**src/rtl/sfifo_flex.sv**
```systemverilog
// sfifo_flex: single-clock FIFO with flip-flop storage, any depth >= 2,
// standard or first-word-fall-through read, level output with programmable
// almost-full / almost-empty thresholds, synchronous flush and sticky
// overflow / underflow flags.
//
// Full and empty are decoded only from the level register. The pointers wrap
// at DEPTH-1, so no extra pointer bit is needed to tell full from empty.
module sfifo_flex #(
    parameter int DW     = 16,
    parameter int DEPTH  = 11,
    parameter int FWFT   = 0,
    parameter int AF_LVL = DEPTH - 2,
    parameter int AE_LVL = 2,
    localparam int LW    = $clog2(DEPTH + 1)
) (
    input  logic          clk,
    input  logic          rstn,
    input  logic          fifo_we,
    input  logic [DW-1:0] fifo_wd,
    input  logic          fifo_re,
    input  logic          fifo_fsh,
    output logic [DW-1:0] fifo_rd,
    output logic          fifo_full,
    output logic          fifo_empty,
    output logic          fifo_afull,
    output logic          fifo_aempty,
    output logic [LW-1:0] fifo_lvl,
    output logic          fifo_ovf,
    output logic          fifo_udf
);

    localparam int PW = $clog2(DEPTH);

    logic [DW-1:0] r_mem [DEPTH];
    logic [PW-1:0] r_wptr;
    logic [PW-1:0] r_rptr;
    logic [LW-1:0] r_lvl;
    logic          r_ovf;
    logic          r_udf;

    logic          w_full;
    logic          w_empty;
    logic          w_rd_acc;
    logic          w_wr_acc;
    logic          w_ovf_set;
    logic          w_udf_set;
    logic [PW-1:0] w_wptr_nxt;
    logic [PW-1:0] w_rptr_nxt;

    assign w_full     = (r_lvl == LW'(DEPTH));
    assign w_empty    = (r_lvl == '0);

    // A read frees a slot in the same cycle, so a full FIFO still accepts a
    // write when it is paired with an accepted read.
    assign w_rd_acc   = fifo_re & ~fifo_fsh & ~w_empty;
    assign w_wr_acc   = fifo_we & ~fifo_fsh & (~w_full | w_rd_acc);
    assign w_ovf_set  = fifo_we & w_full & ~w_rd_acc & ~fifo_fsh;
    assign w_udf_set  = fifo_re & w_empty & ~fifo_fsh;

    assign w_wptr_nxt = (r_wptr == PW'(DEPTH - 1)) ? '0 : r_wptr + PW'(1);
    assign w_rptr_nxt = (r_rptr == PW'(DEPTH - 1)) ? '0 : r_rptr + PW'(1);

    // Pointers, level and sticky error flags; flush returns them to reset values.
    always_ff @(posedge clk or negedge rstn) begin
        if (!rstn) begin
            r_wptr <= '0;
            r_rptr <= '0;
            r_lvl  <= '0;
            r_ovf  <= 1'b0;
            r_udf  <= 1'b0;
        end else if (fifo_fsh) begin
            r_wptr <= '0;
            r_rptr <= '0;
            r_lvl  <= '0;
            r_ovf  <= 1'b0;
            r_udf  <= 1'b0;
        end else begin
            if (w_wr_acc) r_wptr <= w_wptr_nxt;
            if (w_rd_acc) r_rptr <= w_rptr_nxt;
            case ({w_wr_acc, w_rd_acc})
                2'b10:   r_lvl <= r_lvl + LW'(1);
                2'b01:   r_lvl <= r_lvl - LW'(1);
                default: r_lvl <= r_lvl;
            endcase
            if (w_ovf_set) r_ovf <= 1'b1;
            if (w_udf_set) r_udf <= 1'b1;
        end
    end

    // Storage is not reset; the level register alone decides what is valid.
    always_ff @(posedge clk) begin
        if (w_wr_acc) r_mem[r_wptr] <= fifo_wd;
    end

    generate
        if (FWFT != 0) begin : g_fwft
            assign fifo_rd = r_mem[r_rptr];
        end else begin : g_std
            logic [DW-1:0] r_rd;

            // Registered read data, loaded only by an accepted read.
            always_ff @(posedge clk or negedge rstn) begin
                if (!rstn)         r_rd <= '0;
                else if (w_rd_acc) r_rd <= r_mem[r_rptr];
            end

            assign fifo_rd = r_rd;
        end
    endgenerate

    assign fifo_full   = w_full;
    assign fifo_empty  = w_empty;
    assign fifo_afull  = (r_lvl >= LW'(AF_LVL));
    assign fifo_aempty = (r_lvl <= LW'(AE_LVL));
    assign fifo_lvl    = r_lvl;
    assign fifo_ovf    = r_ovf;
    assign fifo_udf    = r_udf;

endmodule
```
**config.mk**
```make
export PLATFORM = sky130hd
export DESIGN_NAME = sfifo_flex
export DESIGN_NICKNAME = d
export VERILOG_FILES = /design/src/rtl/sfifo_flex.sv
export SDC_FILE = /design/constraint.sdc
export NUM_CORES = 1
export LEC_CHECK = 0
export BUFFER_PORTS_ARGS = -buffer_cell sky130_fd_sc_hd__buf_4
export CAP_MARGIN = 0
export CORE_MARGIN = 10
export CORE_UTILIZATION = 40
export DETAILED_ROUTE_END_ITERATION = 8
export PLACE_DENSITY = 0.69
export SYNTH_ARGS = -nofsm -noshare
export SYNTH_HDL_FRONTEND = slang
export SYNTH_SLANG_ARGS = --single-unit
```
**constraint.sdc**
```tcl
create_clock -name clk -period 2.8 [get_ports clk]
set_input_delay 0.14 -clock clk [delete_from_list [all_inputs] [get_ports clk]]
set_output_delay 0.14 -clock clk [all_outputs]
set_load 0.05 [all_outputs]
```
==> results.toml, run 1 <==
[setup_path]
cp.depth = 9
startpoint_type = "flip-flop"
path_cells = "nor4_4, or2_1, nor2_1, ha_1, a21o_1, a21oi_1, or3_1, a311oi_1, a41o_1"
path_buf_inv = 0
worstPathRequired_ns = 3.23
cpPeakStageDelay_ns = 0.48
worstPathArrival_ns = 2.90
cp_slowest_cell = "dfrtp_2"
critPathKind = "reg -> reg"
path_delay_family = "simple AND/OR/NAND/NOR gates"
worst_setup_path_end_kind = "flip-flop"
critPathMaxFanout = 8
rr_worst_depth = 9

[yosys]
syn_area_per_cell_um2 = 16.2
synth_top_area_cell = "edfxtp_1"
async_reset_ff_share_pct = 14.6
ys_seq_area_share_pct = 73.7
synth_flop_cell = "edfxtp_1"
synth_cell_types = 37
synth_enable_flop_cells = 176
ys.warnings.count = 0
netlist_top_cells_area = "edfxtp_1 65%, dfrtp_1 9.2%, mux2i_1 6.2%"
synth_top_area_share_pct = 64.5
ys_ff_latch = 206
synthesis.area_um2 = 8190
syn_nets = 533
synth_cells = 507

[grt]
grtUsageMet3_pct = 2.52
met1_usage_pct = 17.3
globalRouteMet2Util_pct = 22.4
grt_use_total_pct = 13.4
antenna_found_initial = 0
grt.busiest_layer = "met2"
grt_pass1_wl_um = 27900
grt_max_degree = 33
grt_pass1_vias = 4982
overflow = 0

[power]
power_mw = 8.79
p_leak_nw = 3.32
seqPwrFrac_pct = 43.5
p_clk_share_pct = 29.3
p_comb_share_pct = 27.2
power_density_nw_per_um2 = 896
internal_power_mw = 5.96
irDropWorstVdd_v = 0.000372
switchingPower_mw = 2.83
switching_share_pct = 32.2

[timing]
grt_setup_unrepaired = "false"
fin_hold_ws_ns = 0.110
setup_tns_ns = 0
finalHoldViolations = 0
max_freq_mhz = 405
worstMarginPinSlew_ns = 0.923
finalClockSkew_ns = 0.0182
maxSlewHeadroom_pct = 38.5
timing.final.crit_share_pct = 88.3
drv_slew = 0
min_period_ns = 2.47
setup_viol = 0
fin_ws_ns = 0.328

[placed_design]
dp_slack_ns = 0.379
gp_congestion = 0.755
dpl_cell_area_um2 = 8970
dpl.hpwl_um = 11200
io_buffers = 46

[cts]
cts-htree-levels = 1
clock_latency_ns = 0.49
cts_tree = "built"
cts_num_sinks = 206
cts_buffer_depth = 3
clkTransAtPathRegs_ns = 0.06
cts_buffers = 21
clockRootBuffer = "clkbuf_16"
cts_resized = 0
cts_setup_buffers = 0
postCtsHoldBufs = 21

[die]
rows = 52
initial_core_util_pct = 40.6
core_um2 = 20200
die_area_um2 = 26600
io_pins = 47
die_w_um = 163
die_y_um = 163

[hold_path]
whs_path_depth = 3
hold_class = "in -> reg"

[drt]
vias = 4707
ant_nets = 0
wl_per_cell_um = 20.4
vias_per_cell = 5.37
drt-pass1-iter-count = 5
wl_um = 17800
dr.first_iter.drc_count = 343
drc = 0

[cells_and_area]
fin_area_um2 = 9810
area_growth_syn_to_layout_pct = 19.8
antenna_cells = 0
final_nets = 619
final_cell_mix = "176 x edfxtp_1, 70 x buf_4, 51 x mux2i_1"
drive_gt1_share_pct = 21.0
final_common_cell = "edfxtp_1"

[status]
outcome = "finished clean"

[job]
cap_violations = 0
stage by stage:
step	cells	util, %
finish	876	48.6
global route	876	48.6
floorplan	507	-
global placement	819	44.5
CTS	876	48.6
detailed placement	819	44.5
final timing paths:
kind,startpoint,slack (ns),end
max,fifo_lvl[1],0.33,fifo_lvl[3]
max in group asynchronous,rstn,2.27,r_rptr[1]
min reg2reg,fifo_rd[15],0.53,fifo_rd[15]
min,fifo_we,0.11,fifo_lvl[3]
max reg2reg,fifo_lvl[1],0.33,fifo_lvl[3]
min in group asynchronous,rstn,0.16,fifo_rd[9]
sequential cells by signal, summed over array words and instances, names as in the netlist:
register  flops
r_mem       176
r_wptr        4
fifo_lvl      4
fifo_ovf      1
fifo_udf      1
fifo_rd      16
r_rptr        4
synth_stat cells (7+ instances only):
master and number:
nand2_1 24, a21oi_1 39, dfrtp_1 30, clkbuf_1 17
a221oi_1 16, o21ai_0 38, edfxtp_1 176, mux4_2 16
nor2_1 41, buf_2 7, mux2i_1 51
kinds of logic (layout without fill, tap and decap cells):
| kind of cell | Yosys count | count (layout) | synth area share [%] |
|---|---|---|---|
| DFF | 206 | 206 | 73.7 |
| muxes | 67 | 67 | 10.6 |
| adders and majority gates | 5 | 5 | 0.855 |
| xor gates and xnor gates | 3 | 3 | 0.321 |
| AOI/OAI and AO/OA | 101 | 101 | 7.19 |
| buffers and inverters | 32 | 131 | 1.85 |
| and+or+nand+nor | 93 | 93 | 5.47 |
power by group through the flow:
stage / Clock (mW) / Combinational, mW / Sequential [mW]
finish: 2.57 / 2.39 / 3.83
floorplan: 0 / 1.30 / 4.19
global route: 2.79 / 2.56 / 3.87
detailed placement: 0 / 2.38 / 3.90
CTS: 2.64 / 2.42 / 3.84
global placement: 0 / 2.33 / 3.88
layer usage:
layer	vias up	wire, um	share of wire [%]
met3	29	1040	5.8
met1	2382	7670	43
met4	0	405	2.3
met2	167	8730	49
li1	2129	-	-
met5	-	0	0
tightest hold or removal path: cells and delay by family:
kind | cells | cell delay (ns)
buffers and inverters | 1 | 0.14
AOI/OAI and AO/OA | 1 | 0.16
and+or+nand+nor | 1 | 0.13
final cells by class:
cell class | instances | area, um^2
sequential | 206 | 6040
tap | 270 | 338
multi-input combinational | 269 | 2030
clock inverter | 8 | 60.1
fill | 1690 | 10400
clock buffer | 28 | 572
timing repair buffer | 92 | 756
inverter | 3 | 11.3
Power figures use the tool's default switching activity.
==> run 2: changes to the inputs <==
--- a/config.mk
+++ b/config.mk
@@ -7,6 +7,7 @@
 export LEC_CHECK = 0
 export BUFFER_PORTS_ARGS = -buffer_cell sky130_fd_sc_hd__buf_4
 export CAP_MARGIN = 0
+export CORE_ASPECT_RATIO = 0.6
 export CORE_MARGIN = 10
 export CORE_UTILIZATION = 40
 export DETAILED_ROUTE_END_ITERATION = 8
==> run 2 against run 1 <==
- maximum frequency increased by 1.2%
- clock skew is 0.0060 ns lower
- final area increased by 0.13%
- largest cell class unchanged
- cell count is the same
- register-to-register slack better by 0.03 ns
- global-route usage up 0.48 points
- clock power increased by 4%
- non-clock buffer count down 2
- sequential cell count unchanged
- hold slack improved by 0.053 ns
==> results.toml, run 2 (same netlist as run 1, synthesis figures left out) <==
[cts]
clock_latency_ns = 0.49
cts_buffer_depth = 3
cts_tree = "built"
clkTransAtPathRegs_ns = 0.07
cts_resized = 0
cts_buffers = 20
cts-htree-levels = 1
cts_setup_buffers = 0
clockRootBuffer = "clkbuf_16"
cts_num_sinks = 206

[setup_path]
critPathKind = "reg -> reg"
worst_r2r_endpoint = "fifo_lvl[3]"
critPathMaxFanout = 8
rr_startpoint = "fifo_lvl[1]"
worstPathRequired_ns = 3.22
rr_worst_depth = 9
worst_setup_path_end_kind = "flip-flop"
worstPathArrival_ns = 2.87
startpoint_type = "flip-flop"
r2r_setup_slack_ns = 0.36

[timing]
finalClockSkew_ns = 0.0122
max_freq_mhz = 409
setup_viol = 0
grt_setup_unrepaired = "false"
drv_slew = 0
finalHoldViolations = 0
worstMarginPinSlew_ns = 1.05
min_period_ns = 2.44
fin_ws_ns = 0.356
maxSlewHeadroom_pct = 29.8
timing.final.crit_share_pct = 87.3

[cells_and_area]
fin_area_um2 = 9820
final_common_cell = "edfxtp_1"
largest_register_ffs = 176
post-route-util_pct = 49.0
antenna_cells = 0
area_growth_syn_to_layout_pct = 19.9
drive_gt1_share_pct = 21.4
top_register = "r_mem"
final_cell_mix = "176 x edfxtp_1, 69 x buf_4, 51 x mux2i_1"
finalNonFillerCells = 876
final_nets = 616

[placed_design]
io_buffers = 46
dpl_cell_area_um2 = 8970
dpl.hpwl_um = 11600
gp_congestion = 0.779
dp.cells = 821
dp_slack_ns = 0.390

[drt]
dr.first_iter.drc_count = 431
vias_per_cell = 5.38
wl_per_cell_um = 21.1
drc = 0
vias = 4711
drt-pass1-iter-count = 5
wl_um = 18500
ant_nets = 0

[grt]
grt_max_degree = 39
grt_pass1_wl_um = 28400
grt_use_total_pct = 13.9
antenna_found_initial = 0
grt_pass1_vias = 4766
overflow = 0

[die]
initial_core_util_pct = 40.8
die_w_um = 205
die_area_um2 = 26800
core_um2 = 20100
die_y_um = 131
io_pins = 47
rows = 40

[status]
outcome = "finished clean"

[job]
cap_violations = 0

[power]
p_leak_nw = 3.31
power_mw = 8.91
irDropWorstVdd_v = 0.000534
power_density_nw_per_um2 = 907

[hold_path]
hold_class = "in -> async"
[run 2: cell count changes in the layout (fill, tap and decap cells not counted)]
cell           previous run  this run
buf_4                    70        69
bufinv_16                 1         2
clkbuf_1                  5         3
clkbuf_8                  2         0
clkinv_1                  4         2
clkinv_8                  0         1
clkinvlp_4                0         3
dlygate4sd3_1            21        20
[run 2: how the worst max path moves through the flow]
stage	from	end	slack, ns	depth (start not counted)
after floorplan	fifo_lvl[1]	fifo_lvl[3]	-0.31	11
after detailed placement	fifo_lvl[1]	fifo_lvl[3]	0.39	9
after CTS	fifo_lvl[1]	fifo_lvl[3]	0.36	9
after global placement	fifo_lvl[1]	fifo_lvl[3]	0.50	9
final	fifo_lvl[1]	fifo_lvl[3]	0.36	9
after global routing	fifo_lvl[1]	fifo_lvl[3]	0.24	9
[run 2: layer usage]
metal	vias up	GRT usage [%]	wire length, um
met4	0	3.47	301
met2	155	21.4	8260
met3	25	2.85	1310
met5	-	0	0
li1	2132	-	-
met1	2399	19.7	8620
[run 2: layout make-up]
cell class | instances | area (um^2)
fillers | 1664 | 10200
flip-flops and latches | 206 | 6040
multi-input cells | 269 | 2030
repair buffers | 90 | 738
clock buffers | 24 | 537
well taps | 273 | 342
clock inverters | 11 | 121
inverters | 3 | 11.3
[run 2: repair_timing]
action	CTS	global route
hold endpoints to repair	217	0
hold buffers	20	0
endpoints found under the setup margin	0	0
[run 2: per-stage QoR]
stage               TNS [ns]  hold slack (ns)
floorplan             -0.314           -0.156
global placement           0            0.131
detailed placement         0            0.137
CTS                        0            0.153
global route               0            0.183
finish                     0            0.163
[run 2: report_power, final]
group	internal [mW]	switching (mW)	total, mW
clock	1.56	1.10	2.67
combinational	0.930	1.53	2.46
sequential	3.52	0.263	3.78
[run 2: worst max-delay path, stage by stage, from the launching register on]
cell and delay [ns]:
dfrtp_2 0.48, nor4_4 0.39, or2_1 0.18, nor2_1 0.09, ha_1 0.28, a21o_1 0.11
a21oi_1 0.08, or3_1 0.35, a311oi_1 0.29, a41o_1 0.13
